==> src/rtl/fwd_sel_unit.sv <==
// Operand-forwarding controller for one issue lane.
// Tracks EX/MEM/WB writers, emits mux selects and load-use stall.
module fwd_sel_unit #(
  parameter int REG_AW = 5,
  parameter int SEL_W  = 2
) (
  input  logic              CLK,
  input  logic              RST_N,
  input  logic              ID_VALID,
  input  logic [REG_AW-1:0] ID_RS1,
  input  logic [REG_AW-1:0] ID_RS2,
  input  logic [REG_AW-1:0] ID_RD,
  input  logic              ID_REGWRITE,
  input  logic              ID_IS_LOAD,
  input  logic              FLUSH,
  output logic [SEL_W-1:0]  SEL_A,
  output logic [SEL_W-1:0]  SEL_B,
  output logic              STALL,
  output logic              EX_VALID
);

  typedef struct packed {
    logic              valid;
    logic [REG_AW-1:0] rd;
    logic              regwrite;
    logic              is_load;
  } ent_t;

  localparam logic [SEL_W-1:0] SEL_RF  = SEL_W'(0);
  localparam logic [SEL_W-1:0] SEL_EX  = SEL_W'(1);
  localparam logic [SEL_W-1:0] SEL_MEM = SEL_W'(2);
  localparam logic [SEL_W-1:0] SEL_WB  = SEL_W'(3);

  ent_t             ex_q, ex_d;
  ent_t             mem_q, mem_d;
  ent_t             wb_q, wb_d;
  logic [SEL_W-1:0] sel_a_q, sel_a_d;
  logic [SEL_W-1:0] sel_b_q, sel_b_d;
  logic             stall;

  function automatic logic writer(input ent_t e);
    return e.valid && e.regwrite && (e.rd != '0);
  endfunction

  function automatic logic hit(
    input ent_t              e,
    input logic [REG_AW-1:0] rs
  );
    return writer(e) && (e.rd == rs);
  endfunction

  function automatic logic [SEL_W-1:0] pick(
    input logic [REG_AW-1:0] rs,
    input ent_t              ex,
    input ent_t              mem,
    input ent_t              wb
  );
    logic [SEL_W-1:0] s;
    s = SEL_RF;
    if (rs == '0)         s = SEL_RF;
    else if (hit(ex, rs)) s = SEL_EX;
    else if (hit(mem, rs)) s = SEL_MEM;
    else if (hit(wb, rs)) s = SEL_WB;
    return s;
  endfunction

  // load in EX feeding the ID instruction cannot forward yet
  always_comb begin
    stall = ID_VALID && writer(ex_q) && ex_q.is_load &&
            ((ex_q.rd == ID_RS1) || (ex_q.rd == ID_RS2)) &&
            !FLUSH;
  end

  // next tracking state and selects; flush squashes ID and EX
  always_comb begin
    ex_d    = '0;
    mem_d   = ex_q;
    wb_d    = mem_q;
    sel_a_d = SEL_RF;
    sel_b_d = SEL_RF;
    unique case (1'b1)
      FLUSH: begin
        mem_d = '0;
      end
      stall: begin
        ex_d = '0;
      end
      default: begin
        ex_d.valid    = ID_VALID;
        ex_d.rd       = ID_RD;
        ex_d.regwrite = ID_REGWRITE;
        ex_d.is_load  = ID_IS_LOAD;
        sel_a_d = pick(ID_RS1, ex_q, mem_q, wb_q);
        sel_b_d = pick(ID_RS2, ex_q, mem_q, wb_q);
      end
    endcase
  end

  // pipeline tracking registers
  always_ff @(posedge CLK or negedge RST_N) begin
    if (!RST_N) begin
      ex_q    <= '0;
      mem_q   <= '0;
      wb_q    <= '0;
      sel_a_q <= SEL_RF;
      sel_b_q <= SEL_RF;
    end else begin
      ex_q    <= ex_d;
      mem_q   <= mem_d;
      wb_q    <= wb_d;
      sel_a_q <= sel_a_d;
      sel_b_q <= sel_b_d;
    end
  end

  assign SEL_A    = sel_a_q;
  assign SEL_B    = sel_b_q;
  assign STALL    = stall;
  assign EX_VALID = ex_q.valid;

endmodule
==> config.mk <==
export PLATFORM = sky130hd
export DESIGN_NAME = fwd_sel_unit
export DESIGN_NICKNAME = d
export VERILOG_FILES = /design/src/rtl/fwd_sel_unit.sv
export SDC_FILE = /design/constraint.sdc
export NUM_CORES = 1
export LEC_CHECK = 0
export BUFFER_PORTS_ARGS = -buffer_cell sky130_fd_sc_hd__buf_2
export CAP_MARGIN = 30
export CORE_MARGIN = 4
export CORE_UTILIZATION = 45
export CTS_CLUSTER_SIZE = 8
export DETAILED_ROUTE_END_ITERATION = 10
export PLACE_DENSITY = 0.7
export SYNTH_ARGS = -nofsm -noshare
export SYNTH_HDL_FRONTEND = slang
export SYNTH_SLANG_ARGS = --single-unit
==> constraint.sdc <==
create_clock -name CLK -period 1.85 [get_ports CLK]
set_clock_uncertainty 0.2 [all_clocks]
set_input_delay 0.4625 -clock CLK [delete_from_list [all_inputs] [get_ports CLK]]
set_output_delay 0.4625 -clock CLK [all_outputs]
set_load 0.05 [all_outputs]
==> results.txt <==
- By startpoint and endpoint, the worst setup path is classified as reg2out.
* Gate count after technology mapping: 109
- DRT Wirelength: 3.475 mm
- The initial antenna violation count came to 0.
* Synth Cell Area: 1275 sq um
* Clock latency on the worst-skew pair: 0.32 ns
- The initial utilization of the core area, before any placement, comes to 0.4664.
- The final hold violation count is 0.
- Hold/Removal Path Class: in2reg
- Setup slack on the critical path of the routed design comes to -0.7008 ns.
* Cell count after placement: 190
* Failing checks: negative setup slack
- Ys flop type: sky130_fd_sc_hd__dfrtp_1
- Slew of the pin with the lowest slew margin: 0.5642 ns
- Cell type with the highest aggregate area in the netlist: sky130_fd_sc_hd__dfrtp_1
- Count of final max-slew check failures: 0
* Data arrival at the endpoint of the critical path: 1.89 ns
- Summing all placed instances gives a cell area of 1659 sq um.
- CTS built an H-tree with a depth of 1.
* Number of enable flip-flop cells after synthesis: 0
- Total of endpoints with negative setup slack in the final report: 13
- Clock tree synthesis selected as its root buffer the cell sky130_fd_sc_hd__clkbuf_4.
- Most common library cell in the layout ignoring fill and taps: sky130_fd_sc_hd__buf_4
- Measured along the y axis, the die boundary spans 61.23 microns.
* Met1 Use GR: 0.2576
- The floorplan has 19 rows.
* Seq/Total Area, Yosys: 0.5103
- Vias in the first global route: 1178
* Slew margin rel.: 0.6239
* Detail Placement HPWL: 2.429 mm
- The number of nets handed over by synthesis was 130.
- Tcrit/Tclk final: 1.379
* Global-route wire length before repair: 5.582 mm
- Counting along the longest clock path gives a buffer depth of 2.
- Of all flip-flops after synthesis, the portion carrying an async set or reset was 1.000.
- Along the worst path, the maximum fanout reaches 3.
* Layer carrying the most global-route usage: met2
- The flow ran to the end, but the final reports show violations.
- For this block, the initial DRC count from the detailed router was 51.
- RSZ-0062 raised after global routing: yes
- The worst-case IR drop observed on VDD is 595.8 uV.
- The repair_antennas step left the layout with diodes totalling 0.
* Total track usage: 0.2127
- Share of Yosys cell area claimed by the top area cell type: 0.5103
- In this run, CTS created clock tree buffers numbering 3.
* Total power density per cell area: 559.1 nW/um^2
- The smallest clock period supported by the final layout is computed as 2.551 ns.
- Worst Setup End Kind: output port
- Counting flops and latches in the post-synthesis netlist gives 26.
- Hold timing on the final database bottoms out at a slack of 0.1769 ns.
* Number of nets with antenna violations after detailed routing: 0
* IO Count: 27
* Number of nets at the end of the flow: 199
* Share of post-route cells with drive strength above 1: 0.5706
- The worst setup path is launched from a flop.
* Number of distinct library cells after synthesis: 21
- Measured along the x axis, the die boundary spans 61.23 microns.
- The routed layout has 1122 vias.
* Remaining DRCs: 0
- After synthesis, the cell types taking the most area are sky130_fd_sc_hd__dfrtp_1, sky130_fd_sc_hd__xnor2_1, sky130_fd_sc_hd__xor2_1.
- In this run the mean area of a mapped cell was 11.70 sq um.
* Met3 usage in global routing: 0.04403
* DR vias/cell: 5.394
* RD Place Congestion: 0.9042
* TritonCTS Sinks: 26
- After detailed routing, the average wire length per cell comes to 16.71 microns.
* Total leakage power: 0.8998 nW
* Met2 track demand over resource in global routing: 0.3580
- TritonCTS built the clock tree.
- Die ar.: 3749 sq um
- Global route overflow: 0
* Number of max-cap violations: 0
* Most frequent cells in the layout: sky130_fd_sc_hd__buf_4, sky130_fd_sc_hd__buf_2, sky130_fd_sc_hd__dfrtp_1
- Yosys warning count: 0
- Before antenna repair, the detailed router went through 4 iterations.
- With fillers left out, the area of the finished cells amounts to 1994 sq um.
- The region available for standard cell placement spans 2734 sq um.
- Largest net degree at the start of global routing: 27
* Filler-free cell count of the finished design: 208
- Highest Clock Rate: 392.0 MHz
- Area added between synthesis and finish: 56.43%
* Port Buffer Count: 26
- Endpoint required time on the critical path: 1.19 ns
* Register clock-pin slew on the reported worst setup and hold paths: 0.14 ns
## power breakdown
group	internal (W)	switching [W]	total [W]	leakage [nW]
clock	0.000120	0.000163	0.000284	0.0210
combinational	0.000114	0.000111	0.000225	0.534
sequential	0.000589	0.0000176	0.000607	0.345
total	0.000823	0.000292	0.00112	0.900
## layer usage
layer  share of wire  wire length, microns  up-vias
li1                -                     -      520
met1            0.42                  1446      557
met2            0.51                  1757       35
met3           0.053                   185       10
met4           0.025                    86        0
met5               0                     0        -
## state kept, by name, summed over array words and instances, names as in the netlist
register,flops
SEL_A,2
ex_q,7
wb_q,7
mem_q,7
SEL_B,2
EX_VALID,1
## what timing repair did
action,4_1_cts,5_1_grt
hold endpoints to repair,26,0
pin swaps,11,13
resized for setup,33,7
setup buffers,13,3
endpoints found under the setup margin,13,13
hold buffers,1,0
## worst paths after layout
path                          start       end  slack [ns]  cells past startpoint
max                         ex_q[4]     STALL       -0.70                      7
min                        ID_RD[2]   ex_q[4]        0.18                      2
max reg2reg                 ex_q[6]  SEL_A[0]       -0.16                      7
min reg2reg                mem_q[1]   wb_q[1]        0.25                      0
max in group asynchronous     RST_N   ex_q[6]        0.59                      2
min in group asynchronous     RST_N  SEL_A[0]        0.45                      2
## cells in the mapped netlist (all sizes together), types with 2 or more instances
cell type  instances
a2111oi            2
clkbuf             2
dfrtp             26
nand2b             2
nand3              7
nand4              2
nor2               2
nor2b              8
nor3               4
nor3b              8
nor4               4
o211ai             2
o21ai              2
or4                4
xnor2             16
xor2              14
## area by class of cell
| class | count | area (sq um) |
|---|---|---|
| flip-flops and latches | 26 | 653.1 |
| fillers | 178 | 739.5 |
| clock buffers | 4 | 36.28 |
| well taps | 31 | 38.79 |
| multi-input cells | 80 | 793.3 |
| repair buffers | 67 | 473.0 |
## through the flow
step | total power [W] | worst slack, ns | setup TNS, ns | util
2_1_floorplan | 0.0007002 | -0.3200 | -0.4806 | -
3_3_place_gp | 0.0007969 | -0.4697 | -1.965 | 0.6069
3_5_place_dp | 0.0008031 | -0.5179 | -2.219 | 0.6069
4_1_cts | 0.001105 | -0.6957 | -2.269 | 0.7130
5_1_grt | 0.001165 | -0.7854 | -2.673 | 0.7295
6_report | 0.001115 | -0.7008 | -1.971 | 0.7295
## logic make-up after synthesis
| kind of cell | synth area share |
|---|---|
| AND/OR/NAND/NOR | 0.2149 |
| buffers and inverters | 0.009812 |
| AO/OA/AOI/OAI | 0.05888 |
| XOR/XNOR | 0.2061 |
| flip-flops | 0.5103 |
## worst max-delay path: stages (launching register included)
cell                      delay, ns
sky130_fd_sc_hd__dfrtp_1       0.42
sky130_fd_sc_hd__buf_6         0.14
sky130_fd_sc_hd__xor2_2        0.14
sky130_fd_sc_hd__nor3_2        0.19
sky130_fd_sc_hd__nand3_1       0.15
sky130_fd_sc_hd__a21oi_2       0.20
sky130_fd_sc_hd__nor2b_4       0.17
sky130_fd_sc_hd__buf_8         0.15
Note: power is estimated with default switching activity, not from simulation.
